<file path="config.mk">
export PLATFORM = sky130hd
export DESIGN_NAME = decode_queue_stage
export DESIGN_NICKNAME = d
export VERILOG_FILES = /design/src/rtl/decode_queue_stage_pkg.sv /design/src/rtl/decode_queue_stage_load_use_check.sv /design/src/rtl/decode_queue_stage.sv
export SDC_FILE = /design/constraint.sdc
export NUM_CORES = 1
export LEC_CHECK = 0
export CORE_UTILIZATION = 35
export DETAILED_ROUTE_END_ITERATION = 10
export GPL_TIMING_DRIVEN = 0
export PLACE_DENSITY = 0.58
export SETUP_SLACK_MARGIN = 0.5
export SYNTH_ARGS = -nofsm -noshare
export SYNTH_HDL_FRONTEND = slang
export SYNTH_SLANG_ARGS = --single-unit
</file>
<file path="constraint.sdc">
create_clock -name clk -period 15.36 [get_ports clk]
set_clock_uncertainty 0.1 [all_clocks]
set_input_delay 2.304 -clock clk [delete_from_list [all_inputs] [get_ports clk]]
set_output_delay 2.304 -clock clk [all_outputs]
set_load 0.05 [all_outputs]
</file>
<file path="src/rtl/decode_queue_stage_pkg.sv">
// Shared decode-queue definitions: commit window defaults and the
// fetch bundle field layout used by fetch (pack) and execute (unpack).
package decode_queue_stage_pkg;

  localparam logic [31:0] COMMIT_LO_DEF = 32'h8000_0000;
  localparam logic [31:0] COMMIT_HI_DEF = 32'h87ff_ffff;

  localparam int B_OPC_LSB  = 0;
  localparam int B_OPC_W    = 7;
  localparam int B_F3_LSB   = 7;
  localparam int B_F3_W     = 3;
  localparam int B_F7_LSB   = 10;
  localparam int B_F7_W     = 7;
  localparam int B_RD_LSB   = 17;
  localparam int B_RD_W     = 5;
  localparam int B_IMM_LSB  = 22;
  localparam int B_IMM_W    = 32;
  localparam int B_PRED_LSB = 54;
  localparam int B_PRED_W   = 2;
  localparam int B_USED_W   = 56;

  typedef struct packed {
    logic [31:0] pc;
    logic [4:0]  rs1;
    logic [4:0]  rs2;
    logic        use1;
    logic        use2;
    logic        commit;
  } hdr_t;

  function automatic logic in_range(
    input logic [31:0] pc,
    input logic [31:0] lo,
    input logic [31:0] hi
  );
    return (pc >= lo) && (pc <= hi);
  endfunction

endpackage

</file>
<file path="src/rtl/decode_queue_stage_load_use_check.sv">
// Load-use hazard detect against one downstream stage.
// x0 and unread sources never match.
module load_use_check
  import decode_queue_stage_pkg::*;
(
  input  logic       valid,
  input  logic       is_load,
  input  logic [4:0] rd,
  input  logic [4:0] rs1,
  input  logic [4:0] rs2,
  input  logic       use1,
  input  logic       use2,
  output logic       hit
);

  logic m1;
  logic m2;

  assign m1  = use1 && (rd == rs1);
  assign m2  = use2 && (rd == rs2);
  assign hit = valid && is_load &&
               (rd != 5'd0) && (m1 || m2);

endmodule

</file>
<file path="src/rtl/decode_queue_stage.sv">
// Decode stage: in-order instruction queue between fetch and execute
// with load-use stall, mispredict flush and stall counter.
module decode_queue_stage
  import decode_queue_stage_pkg::*;
#(
  parameter int          PAYLOAD_W = 128,
  parameter int          DEPTH     = 4,
  parameter int          PTR_W     = 2,
  parameter int          HAZ_M     = 1,
  parameter logic [31:0] COMMIT_LO = COMMIT_LO_DEF,
  parameter logic [31:0] COMMIT_HI = COMMIT_HI_DEF
) (
  input  logic                 clk,
  input  logic                 rst,
  input  logic                 f_to_d_valid,
  output logic                 d_allow_in,
  input  logic [31:0]          f_pc,
  input  logic [4:0]           f_rs1,
  input  logic [4:0]           f_rs2,
  input  logic                 f_use1,
  input  logic                 f_use2,
  input  logic [PAYLOAD_W-1:0] f_bundle,
  input  logic                 e_allow_in,
  output logic                 d_to_e_valid,
  input  logic                 flush,
  input  logic                 e_valid,
  input  logic                 e_is_load,
  input  logic [4:0]           E_rd,
  input  logic                 m_valid,
  input  logic                 m_is_load,
  input  logic [4:0]           M_rd,
  output logic [31:0]          D_pc,
  output logic [4:0]           D_rs1,
  output logic [4:0]           D_rs2,
  output logic [PAYLOAD_W-1:0] D_bundle,
  output logic                 D_commit,
  output logic [PTR_W:0]       d_count,
  output logic [31:0]          d_stall_cnt
);

  localparam logic [PTR_W:0] FULL = (PTR_W+1)'(DEPTH);

  hdr_t                 hdr_q [DEPTH];
  logic [PAYLOAD_W-1:0] pay_q [DEPTH];
  logic [PTR_W-1:0]     rd_ptr;
  logic [PTR_W-1:0]     wr_ptr;
  logic [PTR_W:0]       count;
  logic [31:0]          stall_cnt;
  hdr_t                 head;
  logic                 nonempty;
  logic                 e_hit;
  logic                 m_hit;
  logic                 hazard;
  logic                 push;
  logic                 pop;

  // Head is forced to zero while empty so stale entries never leak.
  assign nonempty = (count != '0);
  assign head     = nonempty ? hdr_q[rd_ptr] : '0;
  assign D_bundle = nonempty ? pay_q[rd_ptr] : '0;
  assign D_pc     = head.pc;
  assign D_rs1    = head.rs1;
  assign D_rs2    = head.rs2;
  assign D_commit = head.commit;

  load_use_check u_e (
    .valid   (e_valid),
    .is_load (e_is_load),
    .rd      (E_rd),
    .rs1     (head.rs1),
    .rs2     (head.rs2),
    .use1    (head.use1),
    .use2    (head.use2),
    .hit     (e_hit)
  );

  if (HAZ_M != 0) begin : g_m
    load_use_check u_m (
      .valid   (m_valid),
      .is_load (m_is_load),
      .rd      (M_rd),
      .rs1     (head.rs1),
      .rs2     (head.rs2),
      .use1    (head.use1),
      .use2    (head.use2),
      .hit     (m_hit)
    );
  end else begin : g_no_m
    assign m_hit = 1'b0;
  end

  assign hazard       = e_hit || m_hit;
  assign d_allow_in   = (count != FULL);
  assign push         = f_to_d_valid && d_allow_in && !flush;
  assign d_to_e_valid = nonempty && !hazard && !flush;
  assign pop          = d_to_e_valid && e_allow_in;
  assign d_count      = count;
  assign d_stall_cnt  = stall_cnt;

  always_ff @(posedge clk) begin
    if (push) begin
      hdr_q[wr_ptr] <= '{
        pc:     f_pc,
        rs1:    f_rs1,
        rs2:    f_rs2,
        use1:   f_use1,
        use2:   f_use2,
        commit: in_range(f_pc, COMMIT_LO, COMMIT_HI)
      };
      pay_q[wr_ptr] <= f_bundle;
    end
  end

  always_ff @(posedge clk) begin
    if (rst || flush) begin
      rd_ptr <= '0;
      wr_ptr <= '0;
      count  <= '0;
    end else begin
      if (push) wr_ptr <= wr_ptr + PTR_W'(1);
      if (pop)  rd_ptr <= rd_ptr + PTR_W'(1);
      case ({push, pop})
        2'b10:   count <= count + (PTR_W+1)'(1);
        2'b01:   count <= count - (PTR_W+1)'(1);
        default: count <= count;
      endcase
    end
  end

  always_ff @(posedge clk) begin
    if (rst) begin
      stall_cnt <= '0;
    end else if (nonempty && hazard && !flush &&
                 (stall_cnt != 32'hffff_ffff)) begin
      stall_cnt <= stall_cnt + 32'd1;
    end
  end

endmodule
</file>
# ---- Word-level counts from Yosys, hierarchy flattened
# Memory sizes are Yosys's and may differ from the RTL's. A register that Yosys moved wholly into a read port is not among the register bits.
# Index checks and enable logic that the tools add are counted.
dict set report word_totals {
  mem_count 2
  output_inout_bits 208
  word_cells 59
  ff_bits 39
  ramBits 692
}
# memory words word_bits rd rd_clocked_by_memory_dff wr line
set memory_table {}
lappend memory_table {pay_q 4 128 1 1 1 decode_queue_stage.sv:44} ;# logic [PAYLOAD_W-1:0] pay_q [DEPTH];
lappend memory_table {hdr_q 4 45 1 1 1 decode_queue_stage.sv:43} ;# hdr_t hdr_q [DEPTH];
dict set report op_classes {
  order_cmp 2
  n_reduce_logical 29
  n_mux 9
  add_sub_neg 5
  eq_ne 8
}
# operator count
set op_table {}
lappend op_table {{two-way mux 128 bit} 1}
lappend op_table {{two-way mux 45 bit} 1}
lappend op_table {{adder 32 x 1 -> 32 bit, second input constant} 1}
lappend op_table {{>= comparator 32 bit, second input constant} 1}
lappend op_table {{<= comparator 32 bit, second input constant} 1}
lappend op_table {{inequality test 32 bit, second input constant} 1}
lappend op_table {{== test 5 bit} 4}
lappend op_table {{logical AND 1 bit} 19}
lappend op_table {{nonzero test 5 bit} 2}
lappend op_table {{two-way mux 2 bit} 4}
lappend op_table {{one-hot mux 3 bit (2 select lines)} 1}
lappend op_table {{adder 2 x 1 -> 2 bit, second input constant} 2}
lappend op_table {{logical OR 1 bit} 4}
lappend op_table {{adder 3 x 1 -> 3 bit, second input constant} 1}
lappend op_table {{inequality test 3 bit, second input constant} 1}
lappend op_table {{nonzero test 3 bit} 1}
lappend op_table {{subtractor 3 x 1 -> 3 bit, second input constant} 1}
lappend op_table {{== test 2 x 1 -> 1 bit, second input constant} 1}
lappend op_table {{== test 2 bit, second input constant} 1}
lappend op_table {{zero test 1 bit} 2}
lappend op_table {{two-way mux 1 bit} 2}
lappend op_table {{nonzero test 2 bit} 1}

# ---- Depth between registers and ports, before layout
# Gate-level depths: netlist (run 1).
dict set report depth {
  word_depth 13
  depth_mapped 16
  ltp_nobuf 13
}

# ---- Hierarchy
# A second synthesis (run 1) with hierarchy kept.
dict set report hier_totals {
  hier_cells 1434
  hier_area_um2 28762.6
}
# module cells_each area_each_um2 n_inst
set modules_own_cells {}
lappend modules_own_cells {decode_queue_stage 1400 28492.3 1}
lappend modules_own_cells {load_use_check 17 135.1 2}

# ---- Least setup slack after synthesis (run 1)
# OpenSTA, ideal clock, no wires.
dict set report synth_path {
  path_type {in2reg}
  from {input port f_to_d_valid}
  to {memory hdr_q[0][0] (netlist bit), enable pin}
  t_arrival_ps 6574
  slack_ps 8131
  path_buffers 0
  setup_time_ps 554
  required_ps 14706
  path_stages 3
  path_cell_list {nand2_1 -> nor2_1 -> and2_1}
}
dict set report synth_via {
  elab_chain_len 4
}
# item line
set synth_rtl {}
lappend synth_rtl {{from (decl)} decode_queue_stage.sv:15} ;# input logic f_to_d_valid,
lappend synth_rtl {{logical AND 1 bit (2 in series)} decode_queue_stage.sv:94} ;# assign push = f_to_d_valid && d_allow_in && !flush;
lappend synth_rtl {{two-way mux 1 bit} decode_queue_stage.sv:101} ;# if (push) begin
lappend synth_rtl {{two-way mux 1 bit (implied by the code)} decode_queue_stage.sv:102} ;# hdr_q[wr_ptr] <= '{
lappend synth_rtl {{to (decl)} decode_queue_stage.sv:43}
# Every way passes these cells.

# ---- Final worst setup path (run 1)
dict set report layout_path {
  from {input port E_rd[1]}
  to {output port d_to_e_valid}
}
dict set report layout_via {
  elab_chain_len 8
  word_cells_on_any_way 12
  classes_between {2 x eq/ne; 10 x reduce/logical}
}
# item line
set layout_rtl {}
lappend layout_rtl {{from (decl)} decode_queue_stage.sv:28} ;# input logic [4:0] E_rd,
lappend layout_rtl {{== test 5 bit, on equally long branches} {decode_queue_stage_load_use_check.sv:19, decode_queue_stage_load_use_check.sv:20}}
lappend layout_rtl {{logical AND 1 bit, on equally long branches} {decode_queue_stage_load_use_check.sv:19, decode_queue_stage_load_use_check.sv:20}}
lappend layout_rtl {{logical OR 1 bit} decode_queue_stage_load_use_check.sv:22} ;# (rd != 5'd0) && (m1 || m2);
lappend layout_rtl {{logical AND 1 bit *} decode_queue_stage_load_use_check.sv:22}
lappend layout_rtl {{logical OR 1 bit *} decode_queue_stage.sv:92} ;# assign hazard = e_hit || m_hit;
lappend layout_rtl {{zero test 1 bit *} decode_queue_stage.sv:95} ;# assign d_to_e_valid = nonempty && !hazard && !flush;
lappend layout_rtl {{logical AND 1 bit * (2 in series)} decode_queue_stage.sv:95}
lappend layout_rtl {{to (decl)} decode_queue_stage.sv:24} ;# output logic d_to_e_valid,
# Mark *: on every way between the ends. The rest lies on a longest branch, timed or not.

==> reports/results.ini, run 1 <==
[detailed_routing]
drc = 0
drt_pass1_iterations = 5
drt-vias-per-instance = 4.89
wl_per_cell_microns = 22.6
via_count = 14700
initialDrtViolationCount = 777
wirelength_mm = 67.9
antenna_left = 0

[synth]
ys.flop_type = edfxtp_1
synth_area_per_cell_sq_um = 20.5
seq_area_frac_synth_pct = 75.7
mappedNetlistArea_sq_um = 28500
synth_edf_count = 692
yosys_warnings = 0
syn-num-nets = 1590
ys_ff_latch = 733
synth_cell_types = 49
async_reset_ff_share_pct = 0
netlist_instances = 1392

[power]
ir_drop_v = 0.0000920
power_per_cell_area_nw_per_um2 = 117
p_total_mw = 4.30
leakage_nw = 11.5

[global_routing]
antenna_found_initial = 16
grt_pass1_wl_mm = 99.9
grt_pass1_vias = 15700
grt_max_degree = 52
overflow = 0
grt_usage_pct = 16.4

[clock_tree]
cts_resized = 0
clock_latency_ns = 0.62
h-tree-depth = 3
cts_tree = yes
cts_hold_buffers = 0
cts_sinks = 733
cts_buffers = 81
post_cts_buffers = 0
clk_pin_slew_ns = 0.06
cts-root-buf = clkbuf_16
cts.path.max_buffers = 3

[finish]
layout_common_cells = edfxtp_1 (692), clkdlybuf4s50_1 (398), mux4_2 (173), and2_1 (172), clkbuf_16 (81)
nets = 2084
mostFrequentLayoutCell = edfxtp_1
areaGrowthSynthToFinish_pct = 28.8
drive_gt1_share_pct = 16.7

[floorplanning]
rows = 104
start_util_pct = 35.4
io_pins = 399
die-area_sq_um = 82700
core_sq_um = 80500
die_w_microns = 288
die_y_microns = 288

[hold_path]
hp-class = reg -> reg
min_from = rd_ptr[1]
min_to = rd_ptr[1]
whs_path_depth = 2

[sta]
fmax_mhz = 129
hold_viol = 0
setup_tns_ns = 0
rsz0062_at_grt = false
hold_ws_ns = 0.407
tightestPinTransition_ns = 1.20
slew_violations = 0
setup_viol = 0
post-route-min-period_ns = 7.78
slew_headroom_pct = 19.2
layout_worst_path_cycle_share_pct = 50.6

[worst_setup_path]
arrival_ns = 5.37
crit_type = in -> out
worstPathMaxFanout = 10
reg2reg_depth = 16
rrSetupSlack_ns = 10.93
required_ns = 12.96
reg2reg_to = d_count[2]
cp-start-kind = input port
end_kind = output port

[place]
place_congestion = 0.788
port_buffers = 398
dp.final_hpwl_mm = 45.2

[run_status]
status = finished, final reports clean

[run]
cap_violations = 0

where the power goes:
part / switching [mW] / internal [mW]
logic: 0.138 / 0.106
clock network: 0.781 / 1.05
registers: 0.00647 / 2.22
total: 0.926 / 3.37
cell usage after synthesis, types with 4 or more instances:
cell type	number	area [sq um]
mux4_2	173	3900
clkbuf_1	39	146
nor2b_1	21	131
ha_1	6	75.1
buf_4	4	30.0
a21oi_1	6	30.0
xnor2_1	20	175
o21ai_0	6	30.0
xor2_1	9	78.8
edfxtp_1	692	20800
dfxtp_1	41	821
nor2_1	46	173
nand3_1	18	90.1
and4_1	4	35.0
and3_1	5	31.3
nand4_1	17	106
buf_1	24	90.1
mux2_1	15	169
inv_1	13	48.8
mux2_2	4	45.0
a211oi_1	6	45.0
nand2_1	11	41.3
and2_1	176	1100
flip-flops by register name, indices dropped and copies added, names as in the netlist, named ones only:
signal	count
d_count	3
d_stall_cnt	32
hdr_q	180
pay_q	512
rd_ptr	2
wr_ptr	2
routing by layer:
metal / wire (microns) / GRT usage, % / part of all wire (%) / vias to the layer above
met3: 5480 / 5.73 / 8.1 / 105
met2: 33700 / 27.4 / 50 / 375
li1: - / - / - / 6596
met1: 27400 / 20.3 / 40 / 7621
met4: 1180 / 4.39 / 1.7 / 28
met5: 178 / 0 / 0.26 / -
per-stage QoR:
stage	util, %	instance area, sq um	setup WS (ns)	cells
2_1_floorplan	-	28500	8.13	1392
3_3_place_gp	42.0	33800	3.64	2850
3_5_place_dp	42.5	34200	7.61	2863
4_1_cts	45.6	36700	7.58	3007
5_1_grt	45.6	36700	7.45	3007
6_report	45.6	36700	7.58	3011
kinds of logic after synthesis:
family	after synthesis	share of synthesized area [%]
AO/OA/AOI/OAI	34	1.11
XOR/XNOR	29	0.890
adder cells (fa/ha/maj)	7	0.333
buffers and inverters	83	1.18
flip-flops	733	75.7
multiplexers	193	14.4
AND/OR/NAND/NOR	313	6.33
critical path, cell delays in order:
cell and delay, ns:
clkdlybuf4s50_1 0.49, or4_1 0.58, o2111ai_1 0.22, a2111oi_0 0.11, nand4_1 0.12, o31a_1 0.28
buf_4 0.26, and3_1 0.18, clkdlybuf4s50_1 0.82
area by class of cell:
class / instances / area, sq um
fillers: 6839 / 43800
repair buffers: 411 / 4340
multi-input cells: 576 / 6600
inverters: 13 / 48.8
plain buffers: 70 / 288
well taps: 1060 / 1330
diodes: 4 / 10.0
flip-flops and latches: 733 / 21600
clock buffers: 97 / 2090
clock inverters: 47 / 437
how the worst max path moves through the flow:
| stage | end | from | slack [ns] |
|---|---|---|---|
| finish | d_to_e_valid | E_rd[1] | 7.58 |
| global route | D_bundle[126] | register | 7.45 |
| CTS | d_to_e_valid | E_rd[2] | 7.58 |
| detailed placement | d_to_e_valid | E_rd[2] | 7.61 |
| global placement | pay_q[3][84] | f_to_d_valid | 3.64 |
| floorplan | hdr_q[0][0] | f_to_d_valid | 8.13 |
(Power assumes the default switching activity.)
==> inputs of run 2 (changes only) <==
--- a/config.mk
+++ b/config.mk
@@ -8,7 +8,7 @@
 export CORE_UTILIZATION = 35
 export DETAILED_ROUTE_END_ITERATION = 10
 export GPL_TIMING_DRIVEN = 0
-export PLACE_DENSITY = 0.58
+export PLACE_DENSITY = 0.6
 export SETUP_SLACK_MARGIN = 0.5
 export SYNTH_ARGS = -nofsm -noshare
 export SYNTH_HDL_FRONTEND = slang
==> constraint.sdc (replaced) <==
create_clock -name clk -period 6.2 [get_ports clk]
set_clock_uncertainty 0.1 [all_clocks]
set_input_delay 0.93 -clock clk [delete_from_list [all_inputs] [get_ports clk]]
set_output_delay 0.93 -clock clk [all_outputs]
set_load 0.05 [all_outputs]
==> run 2 against run 1 <==
  * Critical path depth down 2
  * Count of clock-buffer cells in the layout up 11
  * Register-to-register slack worse by 8.9 ns
  * Setup slack got worse by 6.8 ns
  * Routed wire length grew 0.94%
  * Sequential share of layout area shrank 0.40 points
  * Clock power grew to 2.6 times the previous value
  * Power grew to 2.5 times the previous value
  * Final cell count rose by 0.20%
  * Non-clock buffer count up 2
  * Global-route usage rose by 0.12 points
  * Flip-flop and latch count stayed put
  * Critical path type is now reg -> out
  * Highest routed layer unchanged
==> reports/results.ini, run 2 (synthesized netlist as in run 1, its figures left out) <==
[worst_setup_path]
end_kind = output port
critical_path_depth = 7
arrival_ns = 4.38
slowest_stage = clkdlybuf4s50_1
rrSetupSlack_ns = 2.01
worstPathMaxFanout = 10
cp-start-kind = register
path_buf_inv = 5
critical-path-max-stage-delay_ns = 0.82
reg2reg_to = d_count[2]
required_ns = 5.17
critPathTopFamily = buffers and inverters
reg2reg_depth = 16
crit_type = reg -> out
crit_chain = buf_2 > clkbuf_2 > clkdlybuf4s15_2 > buf_1 > mux4_2 > and2_1 > clkdlybuf4s50_1

[sta]
rsz0062_at_grt = false
post-route-min-period_ns = 5.41
fmax_mhz = 185
tightestPinTransition_ns = 1.19
setup_viol = 0
fin_ws_ns = 0.791
slew_headroom_pct = 20.1
layout_worst_path_cycle_share_pct = 87.2
slew_violations = 0
hold_viol = 0

[place]
dpl_worst_slack_ns = 0.590
dp.final_hpwl_mm = 46.0
placed_area_sq_um = 34200
port_buffers = 398
place_congestion = 0.834

[finish]
seq_area_sq_um = 21600
nets = 2087
post-route-cell-area_sq_um = 37000
fill_cells = 6770
layout_common_cells = edfxtp_1 (692), clkdlybuf4s50_1 (398), mux4_2 (173), and2_1 (172), clkbuf_16 (82)
areaGrowthSynthToFinish_pct = 29.7
mostFrequentLayoutCell = edfxtp_1
largest_register = pay_q
largest_register_ffs = 512
multi_input_area_sq_um = 6600
drive_gt1_share_pct = 17.5

[detailed_routing]
via_count = 14800
initialDrtViolationCount = 899
drc = 0
drt-vias-per-instance = 4.90
wirelength_mm = 68.6
wl_per_cell_microns = 22.7
antenna_left = 0
drt_pass1_iterations = 4

[floorplanning]
die_y_microns = 288
start_util_pct = 35.4
io_pins = 399
die_w_microns = 288
core_sq_um = 80500
die-area_sq_um = 82700
rows = 104

[power]
clockPowerShare_pct = 43.7
p_int_mw = 8.55
power_frac_seq_pct = 50.7
p_total_mw = 10.9
power_switching_mw = 2.32
ir_drop_v = 0.000220
leakage_nw = 11.6
pwr-share-comb_pct = 5.6
sw_frac_of_total_pct = 21.3
power_per_cell_area_nw_per_um2 = 294

[global_routing]
antenna_found_initial = 10
grt_pass1_vias = 15700
grt_usage_pct = 16.6
overflow = 0
grt_max_degree = 53
grt_pass1_wl_mm = 101

[run]
cap_violations = 0

[hold_path]
hp-class = reg -> reg
whs_path_depth = 2
min_from = wr_ptr[1]
min_to = wr_ptr[1]

[clock_tree]
h-tree-depth = 3
clock_latency_ns = 0.63
cts_hold_buffers = 0
cts_sinks = 733
cts_buffers = 82
cts.path.max_buffers = 3
cts_tree = yes
cts-root-buf = clkbuf_16
clk_pin_slew_ns = 0.06

[run_status]
status = finished, final reports clean

-- run 2: cell count changes in the layout (fill, tap and decap cells not counted), moves of 4 or more --
cell             delta
buf_1              -11
clkinv_4            -4
clkbuf_2            +7
clkbuf_8            +6
clkdlybuf4s15_2     +5
-- run 2: per-layer routing --
metal  global-route usage (%)  vias up  wire (microns)
li1                         -     6606               -
met1                     21.3     7655           28400
met2                     27.3      405           34100
met3                     4.52      102            4680
met4                     4.91       16            1280
met5                        0        -             115
-- run 2: worst max path at each step --
| stage | start | endpoint | slack, ns |
|---|---|---|---|
| detailed placement | register | D_bundle[122] | 0.59 |
| CTS | register | D_bundle[37] | 0.50 |
| finish | register | D_bundle[122] | 0.79 |
| global placement | f_to_d_valid | pay_q[3][82] | -0.32 |
| floorplan | d_count[0] | hdr_q[0][0] | 1.80 |
| global route | register | D_bundle[122] | 0.50 |
-- run 2: through the flow --
step | utilization, % | hold WS (ns) | cells | TNS (ns)
finish | 45.9 | 0.406 | 3017 | 0
global route | 45.9 | 0.427 | 3014 | 0
CTS | 45.9 | 0.405 | 3013 | 0
detailed placement | 42.5 | 0.400 | 2865 | 0
global placement | 42.0 | 0.376 | 2850 | -183.51
floorplan | - | 0.359 | 1392 | 0
-- run 2: tightest hold or removal path: stages, from the launching register on --
cell and delay [ns]:
dfxtp_1 0.34, nand2_1 0.06, a21oi_1 0.06
-- run 2: power groups by stage --
stage | logic (mW) | clock network, mW | registers [mW]
final | 0.606 | 4.75 | 5.52
after global routing | 0.645 | 5.07 | 5.52
after CTS | 0.617 | 4.88 | 5.52
after detailed placement | 0.614 | 0 | 5.62
after global placement | 0.586 | 0 | 5.63
after floorplan | 0.282 | 0 | 5.62
-- run 2: what timing repair did --
item / CTS / global route
endpoints found under the setup margin: 110 / 52
buffers inserted: 0 / 0
gates cloned: 0 / 0
resized for setup: 15 / 11
pin swaps: 0 / 0
-- run 2: final cells by class --
cell class	instances	share of cell area [%]
Multi-Input combinational cell	576	17.8
Sequential cell	733	58.4
Clock buffer	108	5.97
Clock inverter	40	1.31
Antenna cell	4	0.0271
Buffer	70	0.907
Tap cell	1060	3.59
Inverter	13	0.132
Timing Repair Buffer	413	11.8
==> inputs of run 3 (changes only) <==
--- a/config.mk
+++ b/config.mk
@@ -7,7 +7,6 @@
 export LEC_CHECK = 0
 export CORE_UTILIZATION = 35
 export DETAILED_ROUTE_END_ITERATION = 10
-export GPL_TIMING_DRIVEN = 0
 export PLACE_DENSITY = 0.6
 export SETUP_SLACK_MARGIN = 0.5
 export SYNTH_ARGS = -nofsm -noshare
==> run 3 against run 2 <==
  * Utilization is 0.77 points lower
  * Largest cell class unchanged
  * First-iteration DRC count is 20% lower
  * Routed wire length is 5.0% lower
  * Flip-flop and latch count stayed put
  * Critical path depth is 2 higher
  * Maximum frequency is 5.5% higher
  * Final cell count is 2.2% lower
  * Sequential share of layout area is 1.0 points higher
  * Power is 2.7% lower
  * Combinational power is 3% lower
==> reports/results.ini, run 3 (synthesized netlist as in run 1, its figures left out) <==
[run_status]
status = finished, final reports clean

[sta]
post-route-min-period_ns = 5.13
layout_worst_path_cycle_share_pct = 82.7
tightestPinTransition_ns = 0.963
setup_viol = 0
setup_tns_ns = 0
slew_headroom_pct = 35.8
hold_ws_ns = 0.389
slew_violations = 0
hold_viol = 0
rsz0062_at_grt = false
fmax_mhz = 195

[floorplanning]
die_y_microns = 288
io_pins = 399
core_sq_um = 80500
die_w_microns = 288
die-area_sq_um = 82700
start_util_pct = 35.4
rows = 104

[finish]
largest_register_ffs = 512
post-route-cell-area_sq_um = 36400
mostFrequentLayoutCell = edfxtp_1
utilization_pct = 45.2
drive_gt1_share_pct = 17.7
nets = 2024
largest_register = pay_q
layout_common_cells = edfxtp_1 (692), clkdlybuf4s50_1 (398), mux4_2 (173), and2_1 (172), clkbuf_16 (82)
areaGrowthSynthToFinish_pct = 27.5

[place]
placed_area_sq_um = 33800
port_buffers = 398
dp.final_hpwl_mm = 39.6
place_congestion = 0.818

[power]
power_per_cell_area_nw_per_um2 = 291
clockPowerShare_pct = 42.3
p_int_mw = 8.31
pwr-share-comb_pct = 5.5
power_switching_mw = 2.27
sw_frac_of_total_pct = 21.4
ir_drop_v = 0.000227
leakage_nw = 11.4
power_frac_seq_pct = 52.2

[global_routing]
overflow = 0
grt_pass1_wl_mm = 96.5
antenna_found_initial = 12
grt_max_degree = 85
grt_pass1_vias = 15400
grt_usage_pct = 15.7

[detailed_routing]
initialDrtViolationCount = 718
via_count = 14500
wl_per_cell_microns = 22.1
drc = 0
drt-vias-per-instance = 4.93
drt_pass1_iterations = 7
wirelength_mm = 65.1
antenna_left = 0

[clock_tree]
cts_resized = 0
cts_tree = yes
clk_pin_slew_ns = 0.06
cts_buffers = 80
cts_sinks = 733
cts.path.max_buffers = 3
post_cts_buffers = 0
cts-root-buf = clkbuf_16
cts_hold_buffers = 0
h-tree-depth = 3
clock_latency_ns = 0.62

[worst_setup_path]
worstPathMaxFanout = 19
required_ns = 5.17
reg2reg_depth = 15
arrival_ns = 4.10
cp-start-kind = register
crit_type = reg -> out
end_kind = output port

[run]
cap_violations = 0

[hold_path]
hp-class = reg -> reg
whs_path_depth = 2

[run 3: per-layer routing]
metal | global-route usage [%] | wire length, microns | up-vias
met1 | 19.1 | 25600 | 7585
met3 | 5.09 | 4910 | 107
met5 | 0 | 147 | -
li1 | - | - | 6455
met2 | 26.4 | 33100 | 373
met4 | 4.69 | 1290 | 20
[run 3: final timing paths]
kind                                 from           end  slack [ns]
worst min-delay path            rd_ptr[1]      register        0.39
worst max register to register   register    d_count[2]        2.09
worst min register to register  rd_ptr[1]      register        0.39
worst max-delay path             register  d_to_e_valid        1.07
[run 3: power by group through the flow]
stage	Sequential (mW)	Combinational [mW]	Clock (mW)
final	5.52	0.586	4.48
after global routing	5.52	0.624	4.80
after CTS	5.52	0.597	4.61
after detailed placement	5.62	0.593	0
after global placement	5.61	0.584	0
after floorplan	5.62	0.282	0
[run 3: cell type report]
cell class	instances	area, sq um
fill	6805	44200
sequential	733	21600
multi-input combinational	576	6610
timing repair buffer	422	4260
clock buffer	100	2140
tap	1060	1330
clock inverter	46	375
inverter	13	48.8
antenna	2	5.00
[run 3: metrics by stage]
step           std cells  worst slack, ns  total power, mW
4_1_cts             2949            0.937             10.7
2_1_floorplan       1392             1.80             5.91
3_3_place_gp        2803             1.32             6.20
3_5_place_dp        2803             1.40             6.21
6_report            2952             1.07             10.6
5_1_grt             2952            0.777             10.9
[run 3: worst max-delay path, cell delays in order, from the launching register on]
cell             delay, ns
dfxtp_4               0.52
buf_4                 0.46
mux4_2                0.65
xnor2_1               0.18
nand3_1               0.12
a2111oi_2             0.30
o2111ai_2             0.13
buf_4                 0.22
and3_1                0.19
clkdlybuf4s50_1       0.70
